<file path="src/rtl/ar_sender_drop.sv">
// rtl/ar_sender_drop.sv - AR sender: forwards accepted reads, answers dropped reads with SLVERR bursts
module ar_sender_drop #(
  parameter int AXI_M_ADDR_WIDTH = 40,
  parameter int AXI_DATA_WIDTH   = 64,
  parameter int AXI_ID_WIDTH     = 8,
  parameter int AXI_USER_WIDTH   = 6,
  parameter int DROP_FIFO_DEPTH  = 4
) (
  input  logic                        Clk_CI,
  input  logic                        Rst_RBI,
  input  logic                        accept_i,
  input  logic                        drop_i,
  input  logic [AXI_M_ADDR_WIDTH-1:0] out_addr_i,
  input  logic                        cache_coherent_i,
  input  logic [AXI_ID_WIDTH-1:0]     id_i,
  input  logic [AXI_USER_WIDTH-1:0]   user_i,
  input  logic [7:0]                  len_i,
  input  logic [2:0]                  size_i,
  input  logic [1:0]                  burst_i,
  input  logic [2:0]                  prot_i,
  output logic                        sent_o,
  output logic [AXI_ID_WIDTH-1:0]     m_arid_o,
  output logic [AXI_M_ADDR_WIDTH-1:0] m_araddr_o,
  output logic [7:0]                  m_arlen_o,
  output logic [2:0]                  m_arsize_o,
  output logic [1:0]                  m_arburst_o,
  output logic [2:0]                  m_arprot_o,
  output logic [3:0]                  m_arcache_o,
  output logic [AXI_USER_WIDTH-1:0]   m_aruser_o,
  output logic                        m_arvalid_o,
  input  logic                        m_arready_i,
  input  logic [AXI_ID_WIDTH-1:0]     m_rid_i,
  input  logic [AXI_DATA_WIDTH-1:0]   m_rdata_i,
  input  logic [1:0]                  m_rresp_i,
  input  logic                        m_rlast_i,
  input  logic [AXI_USER_WIDTH-1:0]   m_ruser_i,
  input  logic                        m_rvalid_i,
  output logic                        m_rready_o,
  output logic [AXI_ID_WIDTH-1:0]     s_rid_o,
  output logic [AXI_DATA_WIDTH-1:0]   s_rdata_o,
  output logic [1:0]                  s_rresp_o,
  output logic                        s_rlast_o,
  output logic [AXI_USER_WIDTH-1:0]   s_ruser_o,
  output logic                        s_rvalid_o,
  input  logic                        s_rready_i
);

  localparam int PW = $clog2(DROP_FIFO_DEPTH);
  localparam logic [PW:0] FIFO_FULL_CNT = (PW+1)'(DROP_FIFO_DEPTH);

  typedef enum logic [1:0] {AR_IDLE, AR_FWD, AR_GUARD} ar_state_t;
  typedef enum logic {ERR_IDLE, ERR_BURST} err_state_t;

  ar_state_t  ar_state;
  err_state_t err_state;

  logic [AXI_ID_WIDTH-1:0]   fifo_id   [DROP_FIFO_DEPTH];
  logic [7:0]                fifo_len  [DROP_FIFO_DEPTH];
  logic [AXI_USER_WIDTH-1:0] fifo_user [DROP_FIFO_DEPTH];
  logic [PW-1:0]             wr_ptr, rd_ptr;
  logic [PW:0]               fifo_cnt;
  logic [7:0]                beat_cnt;
  logic                      in_burst;
  logic                      do_push, do_pop, fifo_full;

  assign fifo_full = (fifo_cnt == FIFO_FULL_CNT);
  assign do_pop    = (err_state == ERR_BURST) && s_rready_i && (beat_cnt == 8'd0);
  // A full FIFO still takes a drop when the head burst retires in the same cycle.
  assign do_push   = (ar_state == AR_IDLE) && !accept_i && drop_i && (!fifo_full || do_pop);
  assign sent_o    = do_push || (m_arvalid_o && m_arready_i);

  always_ff @(posedge Clk_CI or negedge Rst_RBI) begin
    if (!Rst_RBI) begin
      ar_state    <= AR_IDLE;
      m_arvalid_o <= 1'b0;
      m_arid_o    <= '0;
      m_araddr_o  <= '0;
      m_arlen_o   <= '0;
      m_arsize_o  <= '0;
      m_arburst_o <= '0;
      m_arprot_o  <= '0;
      m_arcache_o <= '0;
      m_aruser_o  <= '0;
    end else begin
      case (ar_state)
        AR_IDLE: begin
          if (accept_i) begin
            ar_state    <= AR_FWD;
            m_arvalid_o <= 1'b1;
            m_arid_o    <= id_i;
            m_araddr_o  <= out_addr_i;
            m_arlen_o   <= len_i;
            m_arsize_o  <= size_i;
            m_arburst_o <= burst_i;
            m_arprot_o  <= prot_i;
            m_arcache_o <= cache_coherent_i ? 4'b1111 : 4'b0000;
            m_aruser_o  <= user_i;
          end else if (do_push) begin
            ar_state <= AR_GUARD;
          end
        end
        AR_FWD: begin
          if (m_arready_i) begin
            ar_state    <= AR_GUARD;
            m_arvalid_o <= 1'b0;
          end
        end
        default: ar_state <= AR_IDLE;
      endcase
    end
  end

  always_ff @(posedge Clk_CI) begin
    if (do_push) begin
      fifo_id[wr_ptr]   <= id_i;
      fifo_len[wr_ptr]  <= len_i;
      fifo_user[wr_ptr] <= user_i;
    end
  end

  always_ff @(posedge Clk_CI or negedge Rst_RBI) begin
    if (!Rst_RBI) begin
      wr_ptr   <= '0;
      rd_ptr   <= '0;
      fifo_cnt <= '0;
    end else begin
      if (do_push) wr_ptr <= wr_ptr + PW'(1);
      if (do_pop)  rd_ptr <= rd_ptr + PW'(1);
      case ({do_push, do_pop})
        2'b10:   fifo_cnt <= fifo_cnt + (PW+1)'(1);
        2'b01:   fifo_cnt <= fifo_cnt - (PW+1)'(1);
        default: fifo_cnt <= fifo_cnt;
      endcase
    end
  end

  // Error bursts start only between master bursts and never while a master beat is pending.
  always_ff @(posedge Clk_CI or negedge Rst_RBI) begin
    if (!Rst_RBI) begin
      err_state <= ERR_IDLE;
      beat_cnt  <= 8'd0;
      in_burst  <= 1'b0;
    end else begin
      if (m_rvalid_i && m_rready_o) in_burst <= !m_rlast_i;
      case (err_state)
        ERR_IDLE: begin
          if ((fifo_cnt != '0) && !in_burst && !m_rvalid_i) begin
            err_state <= ERR_BURST;
            beat_cnt  <= fifo_len[rd_ptr];
          end
        end
        default: begin
          if (s_rready_i) begin
            if (beat_cnt == 8'd0) err_state <= ERR_IDLE;
            else                  beat_cnt  <= beat_cnt - 8'd1;
          end
        end
      endcase
    end
  end

  always_comb begin
    s_rvalid_o = m_rvalid_i;
    s_rid_o    = m_rid_i;
    s_rdata_o  = m_rdata_i;
    s_rresp_o  = m_rresp_i;
    s_rlast_o  = m_rlast_i;
    s_ruser_o  = m_ruser_i;
    m_rready_o = s_rready_i;
    if (err_state == ERR_BURST) begin
      s_rvalid_o = 1'b1;
      s_rid_o    = fifo_id[rd_ptr];
      s_rdata_o  = '0;
      s_rresp_o  = 2'b10;
      s_rlast_o  = (beat_cnt == 8'd0);
      s_ruser_o  = fifo_user[rd_ptr];
      m_rready_o = 1'b0;
    end
  end

endmodule

</file>
<file path="config.mk">
export PLATFORM = sky130hd
export DESIGN_NAME = ar_sender_drop
export DESIGN_NICKNAME = d
export VERILOG_FILES = /design/src/rtl/ar_sender_drop.sv
export SDC_FILE = /design/constraint.sdc
export NUM_CORES = 1
export LEC_CHECK = 0
export ABC_CLOCK_PERIOD_IN_PS = 5200
export CELL_PAD_IN_SITES_DETAIL_PLACEMENT = 0
export CELL_PAD_IN_SITES_GLOBAL_PLACEMENT = 1
export CORE_MARGIN = 8
export CORE_UTILIZATION = 27
export CTS_CLUSTER_SIZE = 28
export DETAILED_ROUTE_END_ITERATION = 10
export PLACE_DENSITY = 0.74
export REMOVE_ABC_BUFFERS = 1
export SYNTH_ARGS = -nofsm -noshare
export SYNTH_HDL_FRONTEND = slang
export SYNTH_SLANG_ARGS = --single-unit
</file>
<file path="constraint.sdc">
create_clock -name Clk_CI -period 5.2 [get_ports Clk_CI]
set_input_delay 0.52 -clock Clk_CI [delete_from_list [all_inputs] [get_ports Clk_CI]]
set_output_delay 0.52 -clock Clk_CI [all_outputs]
set_load 0.01 [all_outputs]
</file>
# Word-level counts from Yosys, hierarchy flattened
# Memory sizes are Yosys's and may differ from the RTL's.
# Cells that the tools add are included.
# classes
n_addsub	5
eq_ne	9
n_mux	26
n_reduce_logical	26
# op_table
operator	n
$mux W64	1
$mux W8	5
$mux W1	11
$logic_and A1 B1 Y1	9
$logic_not A8 Y1	1
$mux W2	4
$ne A2 B2 Y1 const B	4
$sub A8 B1 Y8 const B	1
$mux W6	1
$pmux W3 S2	1
$reduce_and A3 Y1	2
$reduce_bool A2 Y1	3
$logic_not A1 Y1	5
$add A2 B1 Y2 const B	2
$eq A2 B1 Y1 const B	2
$mux W4	1
$pmux W2 S2	1
$reduce_and A2 Y1	2
$add A3 B1 Y3 const B	1
$eq A3 B3 Y1 const B	1
$ne A3 B3 Y1 const B	1
$reduce_bool A3 Y1	1
$sub A3 B1 Y3 const B	1
$eq A2 B2 Y1 const B	1
3 further kinds	4
# totals
reg_bits	94
ramBits	88
in_bits	159
out_inout_bits	159
elab_cells	85
mem_count	3
# memory_table
memory	depth	word_bits	read_ports	rd_ports_with_merged_regs	wr	line	text
fifo_id	4	8	1	0	1	57	logic [AXI_ID_WIDTH-1:0] fifo_id [DROP_FIFO_DEPTH];
fifo_len	4	8	1	0	1	58	logic [7:0] fifo_len [DROP_FIFO_DEPTH];
fifo_user	4	6	1	0	1	59	logic [AXI_USER_WIDTH-1:0] fifo_user [DROP_FIFO_DEPTH];

# Longest topological paths before layout
# logic_depth
word_depth	7
depth_mapped	10
depth_no_buf	9

# Worst setup path after synthesis
# Ideal clock, no wire load.
# synth_timing
kind	flip-flop to flip-flop
from	register beat_cnt[0]
to	register fifo_cnt[2]
setup_time_ns	0.125
t_arrival_ns	2.390
required_ns	5.075
setup_slack_ns	2.686
stages_incl_launch_ff	10
path_buffers	1
period_less_slack_ns	2.514
cell_sequence	dfrtp_1 -> inv_1 -> ha_1 -> nor3b_1 -> and4_4 -> clkbuf_2 -> inv_1 -> fa_1 -> mux2_4 -> mux2_2
# synth_via
elab_chain_cells	6
elab_cells_between_ends	8
cone_classes	2 x eq/ne; 1 x mux; 5 x reduce/logical
# synth_rtl
item	line	text
from (decl)	62	logic [7:0] beat_cnt;
from (signal assigned)	149	beat_cnt <= fifo_len[rd_ptr];
from (signal assigned)	155	else beat_cnt <= beat_cnt - 8'd1;
$logic_not A8 Y1 (*)	67	assign do_pop = (err_state == ERR_BURST) && s_rready_i && (beat_cnt == 8'd0);
$logic_and A1 B1 Y1 (*)	67	
$logic_or A1 B1 Y1	69	assign do_push = (ar_state == AR_IDLE) && !accept_i && drop_i && (!fifo_full || do_pop);
$logic_and A1 B1 Y1	69	
$eq A2 B1 Y1 / $eq A2 B2 Y1 (equally long branches)	129	case ({do_push, do_pop})
$pmux W3 S2 / $reduce_bool A2 Y1 (equally long branches)	--	
to (signal assigned)	130	2'b10: fifo_cnt <= fifo_cnt + (PW+1)'(1);
to (signal assigned)	131	2'b01: fifo_cnt <= fifo_cnt - (PW+1)'(1);
to (signal assigned)	132	default: fifo_cnt <= fifo_cnt;
to (decl)	61	logic [PW:0] fifo_cnt;
# Mark *: on every way between the ends. The rest lies on a longest branch, timed or not.
# A chain may end at the register's enable or synchronous reset.

# Final worst setup path
# layout_timing
from	register beat_cnt[0]
to	output port sent_o
# layout_via
elab_chain_cells	5
# layout_rtl
item	line	text
$logic_not A8 Y1	67	
$logic_and A1 B1 Y1	67	
$logic_or A1 B1 Y1	69	
$logic_and A1 B1 Y1	69	
$logic_or A1 B1 Y1	70	assign sent_o = do_push || (m_arvalid_o && m_arready_i);
to (decl)	21	output logic sent_o,
# No other way between the ends.

==> key figures <==
Run status
  • Outcome: complete, no violations

Drt
  • ANT nets after route: 0
  • Initial DRC count: 150
  • Detailed-route wire length per cell: 18.78 um
  • Vias/cell: 4.434
  • DRC violation count after routing: 0
  • Detailed Route WL: 22.61 mm
  • Detailed Routing Iterations Pass 1: 4
  • Via count: 5339

Final layout
  • Fraction of layout cells with a size suffix above 1: 0.1973
  • Final nets: 979
  • Area growth from synthesis to final layout: 54.33%
  • Number of diodes: 0
  • Final Util: 0.4248
  • Filler cells: 2572

Floorplan
  • Die height: 184.8 um
  • Die area: 34140 um^2
  • # IOs: 318
  • Rows: 61
  • Core area: 27930 um^2
  • Initial core utilization: 0.2753
  • Die width: 184.8 um

Clock tree
  • CTS sink cnt: 179
  • Cts hold-fix bufs: 0
  • CTS Buf Count: 17
  • CTS tree: done
  • CTS root buf: clkbuf_16
  • Clock buffer depth: 2
  • Worst skew pair latency: 0.43 ns
  • Post-CTS setup buffers: 0
  • Resized cells post-CTS: 0
  • H-tree Lvls: 4
  • Worst-path clk slew: 0.07 ns

Worst setup path
  • CP Cell Sequence: inv_1 -> ha_1 -> nor3b_1 -> nand3_1 -> a31oi_2 -> a21o_1 -> clkdlybuf4s50_1
  • Crit-path slowest cell: clkdlybuf4s50_1
  • Critical Path AT: 2.89 ns
  • Reg-to-reg critical path startpoint: beat_cnt[0]
  • Crit path from: beat_cnt[0]
  • Slowest stage delay, CP: 0.53 ns
  • Delay-heaviest family, CP: simple AND/OR/NAND/NOR gates
  • CP endpoint kind: output pin
  • Required time worst endpoint: 4.68 ns
  • CP Max Fanout: 7
  • CP Launch Type: flip-flop
  • Critical path class: reg -> out
  • Crit path buf inv count: 2

STA
  • Hold Fails Final Rpt: 0
  • Maximum clock rate: 0.2936 GHz
  • Fin crit period: 3.406 ns
  • Clk_skew: 0.01446 ns
  • Period utilisation layout: 0.6549
  • Worst rel slew slack: 0.5171
  • Tightest Pin Transition: 0.7243 ns
  • Unrepaired setup endpoints after global routing: no
  • Setup violators final: 0
  • Max Transition Viols Final: 0
  • Min Hold Slack: 0.06411 ns

GRT
  • GRT Overall Usage: 0.1308
  • Initial antenna violation count: 0
  • Grt ovf: 0
  • Vias in the first global route: 5873
  • Global-route wire length before repair: 34.43 mm
  • Largest net degree at the start of global routing: 60

Hold path
  • Worst min path class: in -> async

Pwr
  • P_leak: 4.305 nW
  • Peak supply drop: 0.0002885 V
  • PD cells: 517.0 nW/um^2

Flow run
  • Max Cap Viol: 0

Synthesis
  • Post-Syn Area: 7690 um^2
  • Share of Yosys cell area claimed by the top area cell type: 0.3436
  • Ys Warns: 0
  • Seq/Total Area, Yosys: 0.6398
  • Post-synth top area cell: edfxtp_1
  • Async S/R FF share, synth: 0.5084
  • Largest cells by area after synthesis: edfxtp_1, dfrtp_1, mux2_2
  • Ys flop type: dfrtp_1
  • Post-synthesis register bit count: 179
  • Syn avg cell area: 15.54 um^2
  • Count of different cell masters after synthesis: 48
  • Number of flops mapped to enable cells by yosys: 88
  • Syn Inst Count: 495

Placed design
  • IO Port Bufs: 317
  • Gpl congestion: 0.8512
  • Dpl hpwl: 16.93 mm
-- layout by cell type, fill, tap and decap left out, drive strengths merged, types with 2 or more instances in the layout --
cell           Yosys  final
clkdlybuf4s50      0    316
dfrtp             91     91
mux2              89     89
edfxtp            88     88
nor2b             66     66
mux4              22     22
clkbuf            14     19
inv               10     17
buf               14     11
nor2               9      9
nor3               9      9
o21ai              8      8
a21oi              8      8
nand2              7      7
ha                 6      6
and2               5      5
a211oi             5      5
a31oi              5      5
clkinv             1      5
and3               4      4
or3                3      3
xnor2              3      3
or2                3      3
nand3              2      2
mux2i              2      2
o32ai              2      2
a211o              2      2
o311ai             2      2
clkinvlp           0      2
nor3b              2      2
-- cell usage after synthesis (all sizes together) (2+ instances only) --
cell / n
mux4: 22
o21ai: 8
o311ai: 2
nor2b: 66
and3: 4
mux2: 89
nand3: 2
clkbuf: 14
buf: 14
a211oi: 5
xnor2: 3
edfxtp: 88
nand2: 7
and2: 5
or2: 3
or3: 3
a31oi: 5
inv: 10
dfrtp: 91
a21oi: 8
a211o: 2
ha: 6
o32ai: 2
nor3: 9
mux2i: 2
nor3b: 2
nor2: 9
-- final timing paths --
kind                                  to  slack (ns)  cells after the start
hold / removal             m_araddr_o[0]        0.06                      1
hold reg to reg                 in_burst        0.50                      2
max in group asynchronous    m_arid_o[2]        4.02                      2
setup / recovery                  sent_o        1.79                      7
setup reg to reg             fifo_cnt[2]        2.50                      8
min in group Clk_CI             in_burst        0.50                      2
-- sequential cells by signal, indices dropped and copies added, names as in the netlist, 3 cells and up --
name and count:
beat_cnt 8, fifo_cnt 3, fifo_id 32, fifo_len 32
fifo_user 24, m_araddr_o 40, m_arid_o 8, m_arlen_o 8
m_arprot_o 3, m_arsize_o 3, m_aruser_o 6
-- stage by stage --
stage | setup WS [ns] | area (um^2) | TNS [ns] | power, mW | cells
after floorplan | -1.234 | 7561 | -87.60 | 3.486 | 467
after global placement | 2.153 | 11290 | 0 | 4.953 | 1172
after detailed placement | 2.140 | 11290 | 0 | 4.979 | 1172
after CTS | 1.738 | 11870 | 0 | 6.262 | 1204
after global routing | 1.538 | 11870 | 0 | 6.531 | 1204
final | 1.794 | 11870 | 0 | 6.136 | 1204
-- cell families after synthesis --
| group | share of synthesized area |
|---|---|
| AOI/OAI and AO/OA | 0.03189 |
| and+or+nand+nor | 0.09258 |
| xor gates and xnor gates | 0.003417 |
| buffers and inverters | 0.02213 |
| DFF | 0.6398 |
| adders and majority gates | 0.01237 |
| muxes | 0.1979 |
-- power breakdown --
| part | internal [mW] | switching, mW |
|---|---|---|
| clock | 0.670 | 0.578 |
| sequential | 1.90 | 0.313 |
| combinational | 1.59 | 1.08 |
-- layout make-up --
| class | instances | area [um^2] | area share |
|---|---|---|---|
| inverters | 11 | 41.29 | 0.003479 |
| repair buffers | 327 | 3246 | 0.2735 |
| well taps | 378 | 473.0 | 0.03985 |
| multi-input cells | 277 | 2605 | 0.2195 |
| clock buffers | 19 | 464.2 | 0.03911 |
| clock inverters | 13 | 113.9 | 0.009594 |
| flip-flops and latches | 179 | 4925 | 0.4150 |
-- metal layers --
layer | vias to the layer above | share of wire | global-route usage
met5 | - | 0 | 0
met4 | 0 | 0.0082 | 0.02977
met3 | 12 | 0.12 | 0.06340
met2 | 267 | 0.47 | 0.2197
met1 | 2603 | 0.40 | 0.1485
li1 | 2457 | - | -
(Power assumes the default switching activity.)
